### src/rtl/pipeline_ctrl_pkg.sv
// Shared definitions for the pipeline hazard controller.
//   state_e    : sequencer states (IDLE, MEM_WAIT, ERROR)
//   X0         : hardwired-zero register index, never a real hazard source
//   ctrl_t     : bundle of memory request plus per-register stall/flush controls
//   CTRL_NONE  : pipeline flows freely, no request
//   CTRL_RESET : every register loads a bubble, nothing held, no request
package pipeline_ctrl_pkg;

    typedef enum logic [1:0] {
        IDLE     = 2'd0,
        MEM_WAIT = 2'd1,
        ERROR    = 2'd2
    } state_e;

    localparam logic [4:0] X0 = 5'd0;

    typedef struct packed {
        logic dmem_req;
        logic pc_stall;
        logic fd_stall;
        logic de_stall;
        logic em_stall;
        logic fd_flush;
        logic de_flush;
        logic em_flush;
        logic mw_flush;
    } ctrl_t;

    localparam ctrl_t CTRL_NONE  = 9'b0_0000_0000;
    localparam ctrl_t CTRL_RESET = 9'b0_0000_1111;

endpackage

### src/rtl/pipeline_hazard_controller_sat_counter.sv
// Saturating up-counter with synchronous clear.
//   i_clk   : clock
//   i_inc   : add one this cycle (ignored once all ones)
//   i_clear : synchronous clear, has priority over i_inc
//   o_count : current count, sticks at 2^W-1
module sat_counter #(
    parameter int W = 32
) (
    input  logic         i_clk,
    input  logic         i_inc,
    input  logic         i_clear,
    output logic [W-1:0] o_count
);

    logic [W-1:0] r_count;

    always_ff @(posedge i_clk) begin
        if (i_clear) begin
            r_count <= '0;
        end else if (i_inc && (r_count != '1)) begin
            r_count <= r_count + 1'b1;
        end
    end

    assign o_count = r_count;

endmodule

### src/rtl/pipeline_hazard_controller.sv
// Central stall/flush sequencer for the IF/ID (fd), ID/EX (de), EX/MEM (em)
// and MEM/WB (mw) pipeline registers.
//   clk_i, reset_i         : clock, synchronous active-low reset
//   fd_rs*_addr_i/used_i   : source registers read by the instruction in ID
//   de_mem_read_i, de_rd_addr_i : load in EX and its destination
//   em_mem_read_i/write_i  : memory access held in EX/MEM
//   em_pc_select_i         : taken branch/jump held in EX/MEM
//   dmem_ready_i, dmem_req_o : data memory handshake
//   pc/fd/de/em_stall_o    : hold PC / pipeline register
//   fd/de/em/mw_flush_o    : load a bubble into pipeline register
//   stall_cycles_o, flush_events_o : saturating performance counters
//   dmem_timeout_o         : sticky memory-timeout error
module pipeline_hazard_controller
    import pipeline_ctrl_pkg::*;
#(
    parameter int CNT_W   = 32,
    parameter int TIMEOUT = 64,
    parameter int TO_W    = 7
) (
    input  logic             clk_i,
    input  logic             reset_i,
    input  logic [4:0]       fd_rs1_addr_i,
    input  logic [4:0]       fd_rs2_addr_i,
    input  logic             fd_rs1_used_i,
    input  logic             fd_rs2_used_i,
    input  logic             de_mem_read_i,
    input  logic [4:0]       de_rd_addr_i,
    input  logic             em_mem_read_i,
    input  logic             em_mem_write_i,
    input  logic             em_pc_select_i,
    input  logic             dmem_ready_i,
    output logic             dmem_req_o,
    output logic             pc_stall_o,
    output logic             fd_stall_o,
    output logic             de_stall_o,
    output logic             em_stall_o,
    output logic             fd_flush_o,
    output logic             de_flush_o,
    output logic             em_flush_o,
    output logic             mw_flush_o,
    output logic [CNT_W-1:0] stall_cycles_o,
    output logic [CNT_W-1:0] flush_events_o,
    output logic             dmem_timeout_o
);

    localparam logic [TO_W-1:0] LP_TO_LAST = TO_W'(TIMEOUT - 1);

    state_e          r_state;
    state_e          w_state_nxt;
    logic [TO_W-1:0] r_to_cnt;
    logic [TO_W-1:0] w_to_cnt_nxt;
    logic            r_timeout;
    ctrl_t           w_ctrl;
    logic            w_mem_op;
    logic            w_mem_stall;
    logic            w_load_use;
    logic            w_branch;

    assign w_mem_op = em_mem_read_i | em_mem_write_i;

    // x0 is never written, so a load targeting it cannot create a hazard.
    assign w_load_use = de_mem_read_i && (de_rd_addr_i != X0) &&
                        ((fd_rs1_used_i && (fd_rs1_addr_i == de_rd_addr_i)) ||
                         (fd_rs2_used_i && (fd_rs2_addr_i == de_rd_addr_i)));

    always_comb begin
        w_state_nxt  = r_state;
        w_to_cnt_nxt = r_to_cnt;
        w_mem_stall  = 1'b0;
        w_branch     = 1'b0;
        w_ctrl       = CTRL_NONE;

        unique case (r_state)
            IDLE: begin
                w_ctrl.dmem_req = w_mem_op;
                if (w_mem_op && !dmem_ready_i) begin
                    w_state_nxt  = MEM_WAIT;
                    w_to_cnt_nxt = '0;
                    w_mem_stall  = 1'b1;
                end
            end
            MEM_WAIT: begin
                w_ctrl.dmem_req = 1'b1;
                w_to_cnt_nxt    = r_to_cnt + 1'b1;
                if (dmem_ready_i) begin
                    // Release in the ready cycle so em/mw capture the data now.
                    w_state_nxt = IDLE;
                end else begin
                    // Keep holding through the final wait cycle; ERROR holds on.
                    w_mem_stall = 1'b1;
                    if (r_to_cnt == LP_TO_LAST) begin
                        w_state_nxt = ERROR;
                    end
                end
            end
            ERROR: begin
                w_mem_stall = 1'b1;
            end
            default: begin
                w_state_nxt = IDLE;
            end
        endcase

        // Deferred hazards keep their inputs in the frozen registers.
        if (w_mem_stall) begin
            w_ctrl.pc_stall = 1'b1;
            w_ctrl.fd_stall = 1'b1;
            w_ctrl.de_stall = 1'b1;
            w_ctrl.em_stall = 1'b1;
            w_ctrl.mw_flush = 1'b1;
        end else if (em_pc_select_i) begin
            w_branch        = 1'b1;
            w_ctrl.fd_flush = 1'b1;
            w_ctrl.de_flush = 1'b1;
            w_ctrl.em_flush = 1'b1;
        end else if (w_load_use) begin
            w_ctrl.pc_stall = 1'b1;
            w_ctrl.fd_stall = 1'b1;
            w_ctrl.de_flush = 1'b1;
        end

        if (!reset_i) begin
            w_ctrl   = CTRL_RESET;
            w_branch = 1'b0;
        end
    end

    always_ff @(posedge clk_i) begin
        if (!reset_i) begin
            r_state   <= IDLE;
            r_to_cnt  <= '0;
            r_timeout <= 1'b0;
        end else begin
            r_state  <= w_state_nxt;
            r_to_cnt <= w_to_cnt_nxt;
            if (w_state_nxt == ERROR) begin
                r_timeout <= 1'b1;
            end
        end
    end

    sat_counter #(.W(CNT_W)) u_stall_cnt (
        .i_clk   (clk_i),
        .i_inc   (w_ctrl.pc_stall),
        .i_clear (!reset_i),
        .o_count (stall_cycles_o)
    );

    sat_counter #(.W(CNT_W)) u_flush_cnt (
        .i_clk   (clk_i),
        .i_inc   (w_branch),
        .i_clear (!reset_i),
        .o_count (flush_events_o)
    );

    assign dmem_req_o     = w_ctrl.dmem_req;
    assign pc_stall_o     = w_ctrl.pc_stall;
    assign fd_stall_o     = w_ctrl.fd_stall;
    assign de_stall_o     = w_ctrl.de_stall;
    assign em_stall_o     = w_ctrl.em_stall;
    assign fd_flush_o     = w_ctrl.fd_flush;
    assign de_flush_o     = w_ctrl.de_flush;
    assign em_flush_o     = w_ctrl.em_flush;
    assign mw_flush_o     = w_ctrl.mw_flush;
    assign dmem_timeout_o = r_timeout;

endmodule
### config.mk
export PLATFORM = sky130hd
export DESIGN_NAME = pipeline_hazard_controller
export DESIGN_NICKNAME = d
export VERILOG_FILES = /design/src/rtl/pipeline_ctrl_pkg.sv /design/src/rtl/pipeline_hazard_controller_sat_counter.sv /design/src/rtl/pipeline_hazard_controller.sv
export SDC_FILE = /design/constraint.sdc
export NUM_CORES = 1
export LEC_CHECK = 0
export BUFFER_PORTS_ARGS = -buffer_cell sky130_fd_sc_hd__buf_2
export CAP_MARGIN = 15
export CORE_MARGIN = 5
export CORE_UTILIZATION = 54
export DETAILED_ROUTE_END_ITERATION = 10
export GPL_ROUTABILITY_DRIVEN = 0
export PLACE_DENSITY_LB_ADDON = 0.08
export RECOVER_POWER = 50
export SLEW_MARGIN = 20
export SYNTH_ARGS = -nofsm -noshare
export SYNTH_HDL_FRONTEND = slang
export SYNTH_HIERARCHICAL = 1
export SYNTH_SLANG_ARGS = --single-unit
### constraint.sdc
create_clock -name clk_i -period 3.9 [get_ports clk_i]
set_input_delay 0 -clock clk_i [delete_from_list [all_inputs] [get_ports clk_i]]
set_output_delay 0 -clock clk_i [all_outputs]
set_load 0.01 [all_outputs]
# --- After elaboration in Yosys (flattened, before gate mapping) ---
# Cells that the tools add are included.
classes:
  add_sub_neg: 3
  n_eq_ne: 9
  mux: 22
  n_bitwise: 1
  n_reduce_logical: 13
ops:
  columns: ["operator", "count"]
  rows:
  - ["$add A32 B1 Y32 const B", 2]
  - ["$ne A32 B32 Y1 const B", 2]
  - ["$mux W2", 7]
  - ["$pmux W7 S2", 1]
  - ["$eq A5 B5 Y1", 2]
  - ["$mux W9", 1]
  - ["$mux W1", 8]
  - ["$add A7 B1 Y7 const B", 1]
  - ["$eq A7 B6 Y1 const B", 1]
  - ["$logic_and A1 B1 Y1", 7]
  - ["$mux W7", 1]
  - ["$pmux W2 S3", 1]
  - ["$reduce_bool A5 Y1", 1]
  - ["$eq A2 B2 Y1 const B", 2]
  - ["$mux W3", 1]
  - ["$pmux W1 S3", 1]
  - ["$eq A2 B1 Y1 const B", 1]
  - ["$logic_not A2 Y1", 1]
  - ["$ne A2 B2 Y1 const B", 1]
  - ["$pmux W1 S2", 1]
  - ["$reduce_and A2 Y1", 1]
  - ["$reduce_bool A2 Y1", 1]
  - ["$logic_not A1 Y1", 1]
  - ["$logic_or A1 B1 Y1", 1]
  - ["$or A1 B1 Y1", 1]
totals:
  reg_bits: 74
  wordCells: 53

# --- Depth between registers and ports, before layout ---
depth:
  word_depth: 9
  ltp_mapped: 10

# --- Modules after synthesis ---
# Netlist, hierarchy kept.
by_module_without_submodules:
  columns: ["mod", "n_inst", "cells_per_inst", "area_each_um2"]
  rows:
  - ["sat_counter", 2, 199, 1674.1]
  - ["pipeline_hazard_controller", 1, 85, 694.4]

# --- Least setup slack after synthesis ---
# Ideal clock, no wire load.
synth_path:
  path_type: "register to register"
  startpoint: "register r_state[0]"
  endpoint: "register u_stall_cnt.r_count[31] (netlist: u_stall_cnt/o_count[31])"
  setup_time_ns: 0.121
  arrival_ns: 3.314
  required_ns: 3.779
  path_slack_ns: 0.465
  path_stages_with_launch: 11
  n_path_buf: 0
  cell_sequence: "dfxtp_1 and2b_1 a21oi_4 a21oi_2 inv_1 o32ai_1 nand4_1 nor4_2 nand4_1 nor4_1 mux2_2"
synth_between:
  elab_chain_len: 5
  elab_cells_between_ends: 7
synth_lines:
  columns: ["element", "line_no", "source"]
  rows:
  - ["start: declaration", "pipeline_hazard_controller.sv:48", "state_e r_state;"]
  - ["start signal: assignment", "pipeline_hazard_controller.sv:134", "r_state <= w_state_nxt;"]
  - ["$eq A2 B2 Y1 (tied with other cells)", "pipeline_hazard_controller.sv:73", "unique case (r_state)"]
  - ["$pmux W1 S3 *", "pipeline_hazard_controller.sv:73", null]
  - ["$mux W2 *", "pipeline_hazard_controller.sv:105", "if (w_mem_stall) begin"]
  - ["$mux W9 *", "pipeline_hazard_controller.sv:122", "if (!reset_i) begin"]
  - ["$logic_and A1 B1 Y1 *", "pipeline_hazard_controller_sat_counter.sv:20", "end else if (i_inc && (r_count != '1)) begin"]
  - ["end signal: assignment", "pipeline_hazard_controller_sat_counter.sv:21", "r_count <= r_count + 1'b1;"]
  - ["end: declaration", "pipeline_hazard_controller_sat_counter.sv:15", "logic [W-1:0] r_count;"]
# Every way passes the cells marked *; elsewhere a longest branch is shown, timed or not.
# A chain may end at the register's enable or synchronous reset.

# --- Final worst setup path ---
layout_path:
  startpoint: "register r_state[0]"
  endpoint: "register u_flush_cnt.r_count[31] (netlist: u_flush_cnt/o_count[31])"
layout_between:
  elab_chain_len: 5
  elab_cells_between_ends: 7
layout_lines:
  columns: ["element", "line_no", "source"]
  rows:
  - ["$eq A2 B2 Y1 (tied with other cells)", "pipeline_hazard_controller.sv:73", null]
  - ["$pmux W1 S3 *", "pipeline_hazard_controller.sv:73", null]
  - ["$mux W1 *", "pipeline_hazard_controller.sv:105", null]
  - ["$mux W1 *", "pipeline_hazard_controller.sv:122", null]
  - ["named net w_branch", "pipeline_hazard_controller.sv:57", "logic w_branch;"]
  - ["$logic_and A1 B1 Y1 *", "pipeline_hazard_controller_sat_counter.sv:20", null]
  - ["end signal: assignment", "pipeline_hazard_controller_sat_counter.sv:21", null]
  - ["end: declaration", "pipeline_hazard_controller_sat_counter.sv:15", null]
# Mark *: on every way through the listed nets, which the timed path passes. The rest lies on a longest branch.

==> qor.yml <==
outcome:
  status: "finished with violations"
  violations: "max-capacitance violations, max-slew violations"
cts:
  clockBufferDepth: 2
  htree_levels: 3
  clock_latency_ns: 0.35
  cts_tree: "done"
  cts.sinks: 74
  clkTransAtPathRegs_ns: 0.08
  cts_buffers: 9
  root_buffer: "clkbuf_8"
  ctsResizeCount: 0
final_layout:
  antenna_cells: 0
  utilization: 0.659
  final_layout_size_suffix_gt1_frac: 0.131
  final_cell_mix: "74 x dfxtp_1, 67 x clkbuf_1, 48 x a21oi_1"
  fin_area_um2: 4780
  nets: 601
  final_common_cell: "dfxtp_1"
  syn_to_final_growth_pct: 18.3
grt:
  grt_pass1_wl_um: 17400
  antenna_found_initial: 0
  grt_pass1_vias: 3815
  grt-ovfl-total: 0
  grt_util_all_layers: 0.231
  grt_max_degree: 78
pwr:
  swShare: 0.215
  p_leak_nw: 1.49
  powerDensity_nw_per_um2: 333
  ir_drop_uv: 189
  sequentialPowerShare: 0.479
  clkPwrFrac: 0.467
  power.total_w: 0.00159
  switchingPower_w: 0.000343
  p_int_w: 0.00125
  p_comb_frac: 0.054
yosys:
  syn_inst: 483
  syn_area_um2: 4040
  postSynth.asyncResetShare: 0
  yosys_warnings: 6
  synth_cell_types: 56
  yosysSeqAreaShare: 0.366
  synth_edf_count: 0
  avgSynthCellArea_um2: 8.37
  ys.flop_type: "dfxtp_1"
  ys_ff_latch: 74
  mappedNetlistNets: 510
place:
  hpwl_um: 7510
  placement.io_buffers: 97
  place_area_um2: 4600
  place_ws_ns: 0.767
timing:
  slew_viol_final: 78
  timing.fmax_mhz: 313
  worst_pin_slew_ns: 1.55
  period_share: 0.820
  setup_viol: 0
  fin_tns_setup_ns: 0
  rsz0062_at_grt: "false"
  layout_min_cycle_time_ns: 3.20
  hold_viol: 0
  timing.slew.headroom: -0.0351
  fin_skew_ns: 0.0124
  postLayoutSetupSlackWorst_ns: 0.702
critical_path:
  cp_common_cell: "nand4_1"
  crit_arrival_ns: 3.44
  max_stage_delay_ns: 0.60
  crit_chain: "or3_4 -> a21oi_4 -> and3_1 -> nand4_1 -> nor4_2 -> nand4_1 -> nor4_1 -> mux2_2"
  crit_type: "flip-flop to flip-flop"
  worstPathRequired_ns: 4.14
  crit_fanout: 10
  crit_slowest_cell: "nor4_2"
  crit_path_start_kind: "flip-flop"
  critPathCaptureType: "flip-flop"
drt:
  routed_wirelength_um: 10400
  detail_route.iter0.violations: 200
  drc_errors: 0
  via_per_inst: 6.10
  wl_per_cell_um: 15.3
  ant_nets: 0
  first_pass_iters: 5
  vias: 4137
die:
  initial_utilization: 0.557
  core_um2: 7250
  die_height_um: 96.5
  die_w_um: 96.5
  num_rows: 31
  num_io_pins: 98
  dieArea_um2: 9320
run:
  cap_violations: 1
hold_path:
  hold_path.class: "input pin to flip-flop"
[state kept, by name, indices dropped and copies added (netlist names)]
signal / flops
dmem_timeout_o: 1
r_state: 2
r_to_cnt: 7
u_flush_cnt/o_count: 32
u_stall_cnt/o_count: 32
[metal layers]
| layer | up-vias | share of wire | routed length [um] | global-route usage |
|---|---|---|---|---|
| met5 | - | 0 | 0 | 0 |
| met3 | 8 | 0.072 | 752 | 0.0503 |
| met4 | 0 | 0.0065 | 68 | 0.0631 |
| met1 | 1968 | 0.45 | 4720 | 0.310 |
| met2 | 146 | 0.47 | 4850 | 0.374 |
| li1 | 2015 | - | - | - |
[worst paths after layout]
kind                  start                       to  slack (ns)  depth (start not counted)
min reg2reg  dmem_timeout_o           dmem_timeout_o        0.50                          1
max reg2reg      r_state[0]  u_flush_cnt/o_count[31]        0.70                          8
min           em_mem_read_i              r_to_cnt[5]        0.15                          5
max              r_state[0]  u_flush_cnt/o_count[31]        0.70                          8
[final cells by class]
cell class	count	area (um2)
fillers	697	2470
multi-input cells	375	2430
flip-flops and latches	74	1480
repair buffers	105	464
clock buffers	11	151
well taps	99	124
clock inverters	5	100
inverters	9	33.8
[stage by stage]
| stage | hold WS, ns | std cells |
|---|---|---|
| after floorplan | 0.0661 | 483 |
| after global placement | 0.214 | 660 |
| after detailed placement | 0.228 | 660 |
| after CTS | 0.148 | 678 |
| after global routing | 0.215 | 678 |
| final | 0.148 | 678 |
[kinds of logic (layout without fill, tap and decap cells)]
kind of cell    after synthesis  after routing  share of synthesized area
simple gates                221            221                      0.322
xor+xnor                     24             24                     0.0520
fa+ha+maj                     3              3                    0.00929
mux                           7              7                     0.0186
buf+inv                      34            130                     0.0362
compound gates              120            120                      0.195
flops                        74             74                      0.366
[power groups by stage]
stage,combinational (W),clock (W),sequential (W)
detailed placement,0.0000863,0,0.000781
floorplan,0.0000520,0,0.000781
finish,0.0000861,0.000744,0.000764
CTS,0.0000879,0.000754,0.000764
global route,0.0000958,0.000797,0.000765
global placement,0.0000836,0,0.000781
[critical path, delay by kind of cell, from the launching register on]
family	cells	cell delay, ns
AND/OR/NAND/NOR	6	2.14
flip-flops	1	0.37
multiplexers	1	0.37
AO/OA/AOI/OAI	1	0.20
[Yosys cell counts (2+ instances only)]
| master | number | area (um2) |
|---|---|---|
| nand3_2 | 2 | 20.0 |
| a31oi_1 | 4 | 25.0 |
| clkbuf_1 | 16 | 60.1 |
| xor2_1 | 10 | 87.6 |
| mux2_1 | 2 | 22.5 |
| and2_1 | 3 | 18.8 |
| nor4_2 | 2 | 25.0 |
| ha_1 | 3 | 37.5 |
| o41ai_4 | 2 | 55.1 |
| and3_1 | 7 | 43.8 |
| and4_1 | 8 | 70.1 |
| buf_4 | 3 | 22.5 |
| nand2_1 | 24 | 90.1 |
| nor4_1 | 11 | 68.8 |
| o31ai_1 | 24 | 180 |
| or3b_1 | 2 | 17.5 |
| buf_2 | 6 | 30.0 |
| nor3b_1 | 7 | 52.6 |
| xnor2_1 | 14 | 123 |
| and3_4 | 2 | 22.5 |
| dfxtp_1 | 74 | 1480 |
| nand4_1 | 20 | 125 |
| a2111oi_0 | 4 | 35.0 |
| or3_4 | 3 | 33.8 |
| nor3_1 | 6 | 30.0 |
| a21oi_1 | 48 | 240 |
| mux2i_1 | 3 | 30.0 |
| a31o_2 | 2 | 17.5 |
| nor2b_1 | 5 | 31.3 |
| or4_1 | 25 | 188 |
| inv_1 | 8 | 30.0 |
| a21o_1 | 2 | 15.0 |
| mux2_2 | 2 | 22.5 |
| or2_2 | 2 | 12.5 |
| nand3_1 | 28 | 140 |
| or3_1 | 21 | 131 |
| nand2b_1 | 3 | 18.8 |
| nor2_1 | 36 | 135 |
| o21ai_0 | 21 | 105 |
| a211oi_1 | 2 | 15.0 |
[what timing repair did]
| action | 4_1_cts | 5_1_grt |
|---|---|---|
| endpoints found under the hold margin | 5 | 0 |
| setup buffers | 0 | 0 |
| hold buffers | 2 | 0 |
Note: power is estimated with default switching activity, not from simulation.
